### src/rtl/omem_acc_writeback.sv
// Read-modify-write stage between MAC results and OMEM: overwrite or lane-wise
// accumulate (wrapping or saturating), plus a full-range OMEM zero-fill sequence.
module omem_acc_writeback #(
  parameter int unsigned LANES = 4,
  parameter int unsigned LW    = 16,
  parameter int unsigned AW    = 4,
  parameter int unsigned SAT   = 0
) (
  input  logic                CLK,
  input  logic                RSTN,
  input  logic                INIT,
  input  logic                IN_VALID,
  output logic                IN_READY,
  input  logic                IN_ACC,
  input  logic                IN_LAST,
  input  logic [AW-1:0]       IN_ADDR,
  input  logic [LANES*LW-1:0] IN_DATA,
  output logic                EN_O,
  output logic                RW_O,
  output logic [AW-1:0]       ADDR_O,
  output logic [LANES*LW-1:0] WDATA_O,
  input  logic [LANES*LW-1:0] RDATA_O,
  output logic                DONE,
  output logic                INIT_DONE,
  output logic                OVF
);

  typedef enum logic [2:0] {IDLE, WR, RD, CAP, WRA, FILL} state_t;

  state_t              state, state_n;
  logic [AW-1:0]       lat_addr;
  logic [LANES*LW-1:0] lat_data;
  logic                lat_last;
  logic [LANES*LW-1:0] sum_q, sum_n;
  logic [LANES-1:0]    lane_ovf;
  logic [AW-1:0]       cnt;
  logic                done_q, init_done_q, ovf_q;
  logic                accepting, take, fill_start, fill_end;

  // Each lane is summed at LW+1 bits; overflow is a disagreement of the top two bits.
  for (genvar g = 0; g < LANES; g++) begin : g_lane
    logic signed [LW:0] s;
    assign s = {RDATA_O[g*LW+LW-1], RDATA_O[g*LW +: LW]}
             + {lat_data[g*LW+LW-1], lat_data[g*LW +: LW]};
    assign lane_ovf[g] = s[LW] ^ s[LW-1];
    assign sum_n[g*LW +: LW] = (SAT != 0 && lane_ovf[g])
                             ? (s[LW] ? {1'b1, {(LW-1){1'b0}}} : {1'b0, {(LW-1){1'b1}}})
                             : s[LW-1:0];
  end

  always_comb begin
    accepting  = (state == IDLE) || (state == WR) || (state == WRA);
    IN_READY   = accepting && !INIT && !RSTN;
    take       = IN_READY && IN_VALID;
    fill_start = accepting && INIT;
    fill_end   = (state == FILL) && (cnt == '1);
    state_n    = state;
    case (state)
      IDLE, WR, WRA: begin
        if (INIT)      state_n = FILL;
        else if (take) state_n = IN_ACC ? RD : WR;
        else           state_n = IDLE;
      end
      RD:      state_n = CAP;
      CAP:     state_n = WRA;
      FILL:    state_n = fill_end ? IDLE : FILL;
      default: state_n = IDLE;
    endcase
  end

  always_ff @(posedge CLK or posedge RSTN) begin
    if (RSTN) begin
      state       <= IDLE;
      lat_addr    <= '0;
      lat_data    <= '0;
      lat_last    <= 1'b0;
      sum_q       <= '0;
      cnt         <= '0;
      done_q      <= 1'b0;
      init_done_q <= 1'b0;
      ovf_q       <= 1'b0;
    end else begin
      state       <= state_n;
      done_q      <= ((state == WR) || (state == WRA)) && lat_last;
      init_done_q <= fill_end;
      if (take) begin
        lat_addr <= IN_ADDR;
        lat_data <= IN_DATA;
        lat_last <= IN_LAST;
      end
      if (state == CAP) begin
        sum_q <= sum_n;
        if (|lane_ovf) ovf_q <= 1'b1;
      end
      // Counter wraps to zero naturally on the final fill increment.
      if (fill_start) begin
        cnt   <= '0;
        ovf_q <= 1'b0;
      end else if (state == FILL) begin
        cnt <= cnt + AW'(1);
      end
    end
  end

  always_comb begin
    EN_O    = 1'b0;
    RW_O    = 1'b0;
    ADDR_O  = '0;
    WDATA_O = '0;
    case (state)
      WR: begin
        EN_O = 1'b1; RW_O = 1'b1; ADDR_O = lat_addr; WDATA_O = lat_data;
      end
      RD: begin
        EN_O = 1'b1; ADDR_O = lat_addr;
      end
      WRA: begin
        EN_O = 1'b1; RW_O = 1'b1; ADDR_O = lat_addr; WDATA_O = sum_q;
      end
      FILL: begin
        EN_O = 1'b1; RW_O = 1'b1; ADDR_O = cnt;
      end
      default: ;
    endcase
  end

  assign DONE      = done_q;
  assign INIT_DONE = init_done_q;
  assign OVF       = ovf_q;

endmodule

### config.mk
export PLATFORM = sky130hd
export DESIGN_NAME = omem_acc_writeback
export DESIGN_NICKNAME = d
export VERILOG_FILES = /design/src/rtl/omem_acc_writeback.sv
export SDC_FILE = /design/constraint.sdc
export NUM_CORES = 1
export LEC_CHECK = 0
export ABC_AREA = 1
export CAP_MARGIN = 25
export CORE_AREA = 2 2 132 134
export CTS_BUF_LIST = sky130_fd_sc_hd__clkbuf_8
export CTS_CLUSTER_SIZE = 10
export DETAILED_ROUTE_END_ITERATION = 8
export DIE_AREA = 0 0 134 136
export HOLD_SLACK_MARGIN = 0.15
export MAX_ROUTING_LAYER = met4
export PLACE_DENSITY = 0.91
export SLEW_MARGIN = 0
export SYNTH_ARGS = -nofsm -noshare
export SYNTH_HDL_FRONTEND = slang
export SYNTH_SLANG_ARGS = --single-unit
### constraint.sdc
create_clock -name CLK -period 11.2 [get_ports CLK]
set_input_delay 1.12 -clock CLK [delete_from_list [all_inputs] [get_ports CLK]]
set_output_delay 1.12 -clock CLK [all_outputs]
set_load 0.03 [all_outputs]
==> flow_metrics.py, run 1 <==
metrics = {
    "global_route": {
        "grt_max_degree": 79,
        "grt.overflow.total": 0,
        "grt_first_pass_wirelength_um": 41600,
        "grt.total_usage_pct": 29.3,
        "antenna_found_initial": 1,
        "grt_pass1_vias": 9024,
    },
    "floorplanning": {
        "die_y_um": 136,
        "row_count": 48,
        "die_x_um": 134,
        "core_um2": 16900,
        "ios": 212,
        "die_area_um2": 18200,
        "initial_core_util_pct": 55.8,
    },
    "final_layout": {
        "nNetsFinal": 1682,
        "drive_above_1_share_pct": 5.31,
        "area_growth_pct": 29.0,
        "fin_area_um2": 12100,
        "layoutNonFillerInstCount": 1713,
        "final.fill_count": 1289,
    },
    "drt": {
        "wl_per_cell_um": 15.1,
        "first_pass_iters": 5,
        "dr_wl_met2_um": 12600,
        "drt_iter0_markers": 590,
        "ant_nets": 0,
        "viasPerCell": 5.32,
        "drc": 0,
        "met3WireLength_um": 1550,
        "wl_um": 25800,
        "met1_length_um": 11000,
        "vias": 9120,
        "top_layer": "met4",
    },
    "logic_synthesis": {
        "synthMostInstantiatedCell": "nand2_1",
        "yosys.cell_types.count": 39,
        "yosysSeqAreaShare_pct": 38.0,
        "syn-cell-area_um2": 9410,
        "yosys.area.top_type": "dfrtp_1",
        "synth_edf_count": 0,
        "synthTopCellsByArea": "dfrtp_1 38%, nand2_1 14%, inv_1 9.2%",
        "syn_avg_cell_area_um2": 7.35,
        "synth_top_area_share_pct": 38.0,
        "yosys_register_bits": 143,
        "synth_flop_cell": "dfrtp_1",
        "synth-async-reset-ratio_pct": 100,
        "yosys_warnings": 0,
        "synth_nets": 1487,
        "syn_inst": 1280,
        "synthTopCellsByCount": "343 x nand2_1, 230 x inv_1, 143 x dfrtp_1, 102 x o21ai_1, 67 x o22ai_1",
    },
    "sta": {
        "setup_viol": 0,
        "slew_viol_final": 0,
        "rsz0062_at_grt": "no",
        "worstMarginPinSlew_ns": 0.820,
        "period_needed_ns": 4.41,
        "holdWs_ns": 0.490,
        "finalSetupTns_ns": 0,
        "skew_ns": 0.0140,
        "fmax_mhz": 227,
        "finalCritPeriodShare_pct": 39.4,
        "relSlewSlack_pct": 45.3,
        "hold_viol_final": 0,
    },
    "worst_setup_path": {
        "cp.arrival_ns": 3.29,
        "end_kind": "output port",
        "startpoint_type": "flop",
        "critPathMaxFanout": 35,
        "cp.required_ns": 10.08,
        "criticalPathCategory": "flop to output port",
    },
    "placement": {
        "dpl_cell_area_um2": 11600,
        "numPortBuffers": 211,
        "hpwl_um": 18500,
        "placed_cells": 1680,
        "gp_congestion": 0.923,
    },
    "outcome": {
        "status": "completed",
    },
    "clock_tree": {
        "numCtsBuffers": 17,
        "post_cts_buffers": 0,
        "htree_levels": 4,
        "ctsHoldBuffers": 0,
        "root_buffer": "clkbuf_8",
        "clk_pin_slew_ns": 0.08,
        "cts.sinks": 143,
        "cts_resized": 0,
        "cts_tree": "built",
        "clock_latency_ns": 0.45,
        "max-clock-path-buffers": 2,
    },
    "pwr": {
        "p_leak_nw": 6.13,
        "power_density_nw_per_um2": 294,
        "design_power_total_mw": 3.57,
        "vdd_drop_max_v": 0.000179,
    },
    "worst_hold_path": {
        "min_path_type": "flop to flop",
    },
    "run": {
        "maxCapViolations": 0,
    },
}
-- routing by layer --
metal / global-route usage [%] / vias up
met3: 5.89 / 60
li1: - / 4501
met5: - / -
met4: 10.1 / 0
met1: 35.2 / 4236
met2: 49.3 / 323
-- cells by family after synthesis --
family                   share of synthesized area, %
buffers and inverters                            11.8
flip-flops                                       38.0
adder cells (fa/ha/maj)                          9.49
XOR/XNOR                                         2.79
AND/OR/NAND/NOR                                  20.2
AO/OA/AOI/OAI                                    17.7
-- cells in the final DEF, fill, tap and decap left out, types with 5 or more instances in the layout --
master | Yosys | final
a21oi_1 | 51 | 51
a21oi_2 | 9 | 9
ha_1 | 65 | 65
nand2_1 | 343 | 343
and3_1 | 6 | 6
inv_2 | 7 | 6
clkdlybuf4s50_1 | 0 | 211
clkbuf_8 | 0 | 20
o21ai_0 | 48 | 48
xnor2_1 | 14 | 14
bufinv_16 | 0 | 5
a31oi_1 | 7 | 7
and2_1 | 5 | 5
inv_1 | 230 | 230
dfrtp_1 | 143 | 143
nand2_2 | 10 | 10
buf_4 | 9 | 6
or2_1 | 6 | 6
o21ai_1 | 102 | 102
xor2_1 | 16 | 16
o22ai_1 | 67 | 67
nor2_1 | 42 | 42
nand3_1 | 30 | 28
-- area by class of cell --
type                       count  area (um2)  share of cell area, %
clock buffer                  20         275                   2.27
timing repair buffer         218        2180                   18.0
inverter                     237         897                   7.39
sequential                   143        3580                   29.5
clock inverter                11         188                   1.55
antenna                        1        2.50                 0.0206
multi-input combinational    858        4730                   39.0
tap                          225         282                   2.32
-- metrics by stage --
| step | utilization (%) | worst slack (ns) |
|---|---|---|
| 2_1_floorplan | - | 6.24 |
| 3_3_place_gp | 69.0 | 7.43 |
| 3_5_place_dp | 69.0 | 7.32 |
| 4_1_cts | 71.8 | 6.82 |
| 5_1_grt | 71.9 | 6.65 |
| 6_report | 71.9 | 6.79 |
-- worst paths after layout --
check,cells after the start,startpoint,slack [ns],endpoint
min in group asynchronous,2,RSTN,1.16,state[1]
setup / recovery,7,state[0],6.79,ADDR_O[0]
hold / removal,2,sum_q[62],0.49,sum_q[62]
setup reg to reg,8,state[2],8.59,lat_data[1]
hold reg to reg,2,sum_q[62],0.49,sum_q[62]
max in group asynchronous,4,RSTN,9.08,sum_q[39]
-- flip-flops by register name, summed over array words and instances (netlist names) --
register,cells
lat_data,64
sum_q,64
cnt,4
lat_addr,4
state,3
DONE,1
INIT_DONE,1
OVF,1
lat_last,1
-- worst max-delay path, cell delays in order, from the launching register on --
cell and delay [ns]:
dfrtp_1 0.42, inv_2 0.14, nand3_2 0.60, buf_4 0.52
nand2_1 0.16, nor2_1 0.10, o22ai_1 0.15, clkdlybuf4s50_1 0.69
-- report_power, final --
group          internal [mW]  total [mW]  switching, mW
sequential             0.752       0.886          0.134
combinational          0.850        2.21           1.36
clock                  0.281       0.481          0.201
(Power assumes the default switching activity.)
==> run 2: changes to the inputs <==
CORE_AREA = 2 2 144 146   (was 2 2 132 134)
DIE_AREA = 0 0 146 148   (was 0 0 134 136)
PLACE_DENSITY = 0.81   (was 0.91)
clock period = 4 ns   (was 11.2 ns; I/O delays follow)
==> flow_metrics.py, run 2 (same netlist as run 1, synthesis figures left out) <==
metrics = {
    "placement": {
        "hpwl_um": 17900,
        "pre_cts_ws_ns": 1.17,
        "placed_cells": 1723,
        "dpl_cell_area_um2": 11700,
        "gp_congestion": 0.891,
        "numPortBuffers": 211,
    },
    "pwr": {
        "p_sw_share_pct": 48.5,
        "p_leak_nw": 6.07,
        "seq_power_share_pct": 25.5,
        "power_density_nw_per_um2": 800,
        "vdd_drop_max_v": 0.000673,
        "p_switching_mw": 4.70,
        "comb_power_share_pct": 62.8,
        "internal_power_mw": 4.99,
        "p_clk_share_pct": 11.7,
    },
    "worst_setup_path": {
        "worst-path-buf-inv": 2,
        "critPathSlowestCell": "clkdlybuf4s50_1",
        "cp.required_ns": 3.60,
        "cp.arrival_ns": 2.96,
        "end_kind": "output port",
        "path_cells": "inv_2, nand3_4, o22ai_1, clkdlybuf4s50_1",
        "criticalPathCategory": "flop to output port",
        "startpoint_type": "flop",
        "critPathTopFamily": "buffers and inverters",
        "critPathMaxFanout": 66,
        "cpPeakStageDelay_ns": 0.76,
    },
    "sta": {
        "setup_slack_ns": 0.640,
        "fmax_mhz": 298,
        "period_needed_ns": 3.36,
        "skew_ns": 0.0159,
        "rsz0062_at_grt": "no",
        "finalCritPeriodShare_pct": 84.0,
        "setup_viol": 0,
        "relSlewSlack_pct": 41.8,
        "slew_viol_final": 0,
        "finalSetupTns_ns": 0,
        "holdWs_ns": 0.480,
        "worstMarginPinSlew_ns": 0.874,
        "hold_viol_final": 0,
    },
    "global_route": {
        "grt_pass1_vias": 8663,
        "met1_usage_pct": 29.2,
        "grt.overflow.total": 0,
        "antenna_found_initial": 1,
        "grt.total_usage_pct": 23.8,
        "grt_max_degree": 144,
        "grtUsageMet2_pct": 39.7,
        "grt_first_pass_wirelength_um": 40900,
        "top_usage_layer": "met2",
        "grt_util_met3_pct": 4.85,
    },
    "worst_hold_path": {
        "min_path_type": "input port to flop",
    },
    "clock_tree": {
        "cts_resized": 0,
        "clk_pin_slew_ns": 0.09,
        "root_buffer": "clkbuf_8",
        "max-clock-path-buffers": 2,
        "numCtsBuffers": 17,
        "htree_levels": 4,
        "clock_latency_ns": 0.45,
        "cts_tree": "built",
        "post_cts_buffers": 0,
        "ctsHoldBuffers": 0,
        "cts.sinks": 143,
    },
    "drt": {
        "viasPerCell": 5.02,
        "first_pass_iters": 5,
        "ant_nets": 0,
        "drt_iter0_markers": 482,
        "drc": 0,
        "wl_per_cell_um": 14.1,
        "wl_um": 24700,
        "vias": 8818,
    },
    "final_layout": {
        "nNetsFinal": 1679,
        "mostFrequentLayoutCell": "nand2_1",
        "area_growth_pct": 28.7,
        "drive_above_1_share_pct": 5.25,
        "fin_area_um2": 12100,
        "largestRegisters": "lat_data: 64 flops, sum_q: 64 flops",
        "layoutNonFillerInstCount": 1756,
        "layout_common_cells": "343 x nand2_1, 229 x inv_1, 211 x clkdlybuf4s50_1, 143 x dfrtp_1, 102 x o21ai_1",
    },
    "run": {
        "maxCapViolations": 0,
    },
    "floorplanning": {
        "row_count": 52,
        "die_y_um": 148,
        "core_um2": 20000,
        "ios": 212,
        "die_x_um": 146,
        "die_area_um2": 21600,
        "initial_core_util_pct": 47.0,
    },
    "outcome": {
        "status": "completed",
    },
}
-- run 2: layout make-up --
class                      instances  area (um2)
clock buffer                      18         248
tap                              270         338
multi-input combinational        858        4750
clock inverter                    14         134
sequential                       143        3580
timing repair buffer             215        2170
inverter                         237         896
fill                            1854        7930
antenna                            1        2.50
-- run 2: final timing paths --
kind / startpoint / to / cells past startpoint / slack, ns
min in group asynchronous: RSTN / lat_addr[3] / 3 / 0.56
min reg2reg: lat_last / lat_last / 2 / 0.48
max in group asynchronous: RSTN / sum_q[36] / 3 / 2.86
max: state[0] / WDATA_O[26] / 4 / 0.64
max reg2reg: lat_data[16] / OVF / 14 / 1.79
min: IN_LAST / lat_last / 3 / 0.48
-- run 2: power by group through the flow --
stage / logic (mW) / clock network (mW) / registers, mW
6_report: 6.08 / 1.14 / 2.47
5_1_grt: 6.70 / 1.23 / 2.54
4_1_cts: 6.08 / 1.18 / 2.47
3_5_place_dp: 6.03 / 0 / 2.49
3_3_place_gp: 5.92 / 0 / 2.47
2_1_floorplan: 4.24 / 0 / 2.39
-- run 2: per-stage QoR --
step | utilization [%] | power, mW
after floorplan | - | 6.63
after global placement | 58.5 | 8.39
after detailed placement | 58.5 | 8.53
after CTS | 60.4 | 9.72
after global routing | 60.4 | 10.5
final | 60.4 | 9.69
-- run 2: per-layer routing --
| layer | wire length, um | up-vias |
|---|---|---|
| met4 | 514 | 0 |
| met5 | 0 | - |
| met3 | 1050 | 44 |
| met1 | 11200 | 4061 |
| li1 | - | 4516 |
| met2 | 12000 | 197 |
-- run 2: worst min-delay path, cell delays in order --
cell and delay [ns]:
clkdlybuf4s50_1 0.39, nand2_1 0.06, nand2_1 0.04
==> run 3: changes to the inputs <==
clock period = 2.9 ns   (was 4 ns; I/O delays follow)
==> flow_metrics.py, run 3 (same netlist as run 1, synthesis figures left out) <==
metrics = {
    "sta": {
        "hold_viol_final": 0,
        "holdWs_ns": 0.309,
        "rsz0062_at_grt": "no",
        "finalCritPeriodShare_pct": 96.3,
        "period_needed_ns": 2.79,
        "finalSetupTns_ns": 0,
        "worstMarginPinSlew_ns": 0.634,
        "relSlewSlack_pct": 57.7,
        "fmax_mhz": 358,
        "skew_ns": 0.0158,
        "setup_viol": 0,
        "slew_viol_final": 0,
        "setup_slack_ns": 0.107,
    },
    "worst_setup_path": {
        "worst-path-buf-inv": 3,
        "cpPeakStageDelay_ns": 0.71,
        "end_kind": "output port",
        "r2r_end": "OVF",
        "reg2reg_from": "lat_data[4]",
        "reg2reg_slack_ns": 0.79,
        "critPathMaxFanout": 41,
        "critPathTopFamily": "buffers and inverters",
        "startpoint_type": "flop",
        "criticalPathCategory": "flop to output port",
        "path_cells": "inv_2, nand3_4, buf_4, o22ai_1, clkdlybuf4s50_1",
        "cp.required_ns": 2.61,
        "reg2regPathDepth": 13,
        "cp.arrival_ns": 2.50,
        "critPathSlowestCell": "clkdlybuf4s50_1",
    },
    "outcome": {
        "status": "completed",
    },
    "final_layout": {
        "antenna_cells": 0,
        "final_util_pct": 61.4,
        "area_growth_pct": 30.7,
        "layoutNonFillerInstCount": 1767,
        "layout_common_cells": "343 x nand2_1, 229 x inv_1, 202 x clkdlybuf4s50_1, 142 x dfrtp_1, 102 x o21ai_1",
        "drive_above_1_share_pct": 6.15,
        "largestRegisters": "lat_data: 64 flops, sum_q: 64 flops",
        "mostFrequentLayoutCell": "nand2_1",
        "nNetsFinal": 1691,
        "fin_area_um2": 12300,
    },
    "pwr": {
        "vdd_drop_max_v": 0.000662,
        "p_clk_share_pct": 12.6,
        "p_leak_nw": 6.23,
        "comb_power_share_pct": 62.5,
        "p_switching_mw": 6.56,
        "power_density_nw_per_um2": 1110,
        "p_sw_share_pct": 47.9,
        "internal_power_mw": 7.14,
        "design_power_total_mw": 13.7,
        "seq_power_share_pct": 24.9,
    },
    "clock_tree": {
        "ctsHoldBuffers": 0,
        "root_buffer": "clkbuf_8",
        "clk_pin_slew_ns": 0.09,
        "max-clock-path-buffers": 2,
        "clock_latency_ns": 0.45,
        "htree_levels": 4,
        "cts_tree": "built",
        "numCtsBuffers": 17,
        "cts.sinks": 143,
    },
    "run": {
        "maxCapViolations": 0,
    },
    "drt": {
        "wl_per_cell_um": 14.6,
        "drt_iter0_markers": 467,
        "drc": 0,
        "vias": 8979,
        "wl_um": 25900,
        "first_pass_iters": 5,
        "viasPerCell": 5.08,
        "ant_nets": 0,
    },
    "floorplanning": {
        "die_area_um2": 21600,
        "initial_core_util_pct": 47.0,
        "core_um2": 20000,
        "ios": 212,
        "row_count": 52,
        "die_y_um": 148,
        "die_x_um": 146,
    },
    "global_route": {
        "grt_first_pass_wirelength_um": 42300,
        "grt_max_degree": 74,
        "grt_pass1_vias": 8848,
        "antenna_found_initial": 0,
        "grt.overflow.total": 0,
        "grt.total_usage_pct": 24.8,
    },
    "placement": {
        "placed_cells": 1734,
        "dpl_cell_area_um2": 11900,
        "hpwl_um": 19200,
        "numPortBuffers": 211,
        "pre_cts_ws_ns": 0.451,
        "gp_congestion": 0.887,
    },
    "worst_hold_path": {
        "min_path_type": "input port to async pin",
    },
}
## run 3: cell count changes in the layout (fill, tap and decap cells not counted), moves of 2 or more
cell / delta
clkdlybuf4s50_1: -9
buf_4: +7
buf_12: +4
dlygate4sd2_1: +4
dlymetal6s2s_1: +4
clkinv_4: -3
bufinv_16: +2
## run 3: how the worst max path moves through the flow
stage / startpoint / end / slack [ns] / depth (start not counted)
after CTS: state[2] / ADDR_O[0] / 0.01 / 6
after detailed placement: RDATA_O[32] / OVF / 0.45 / 15
final: state[1] / WDATA_O[7] / 0.11 / 5
after global routing: state[2] / WDATA_O[28] / 0.004 / 5
after floorplan: RSTN / DONE / 0.82 / 1
after global placement: RDATA_O[48] / OVF / 0.50 / 15
## run 3: what timing repair did
| item | in CTS | in global routing |
|---|---|---|
| resized for setup | 4 | 6 |
| setup endpoints to repair | 4 | 46 |
| buffers inserted | 0 | 0 |
| gates cloned | 0 | 1 |
## run 3: power by group through the flow
| stage | sequential (mW) | clock, mW | combinational (mW) |
|---|---|---|---|
| floorplan | 3.30 | 0 | 5.84 |
| global placement | 3.39 | 0 | 8.35 |
| detailed placement | 3.43 | 0 | 8.50 |
| CTS | 3.40 | 1.77 | 8.54 |
| global route | 3.52 | 1.85 | 9.43 |
| finish | 3.41 | 1.73 | 8.57 |
## run 3: area by class of cell
type                       instances  area (um2)
clock buffer                      19         262
clock inverter                    13         160
fill                            1825        7740
inverter                         237         896
multi-input combinational        859        4760
sequential                       143        3580
tap                              270         338
timing repair buffer             226        2310
## run 3: layer usage
layer	GRT usage, %	routed length [um]	vias to the layer above
met5	-	0	-
met1	31.3	11700	4166
met3	3.73	1170	46
met4	8.93	635	0
met2	40.9	12300	253
li1	-	-	4514
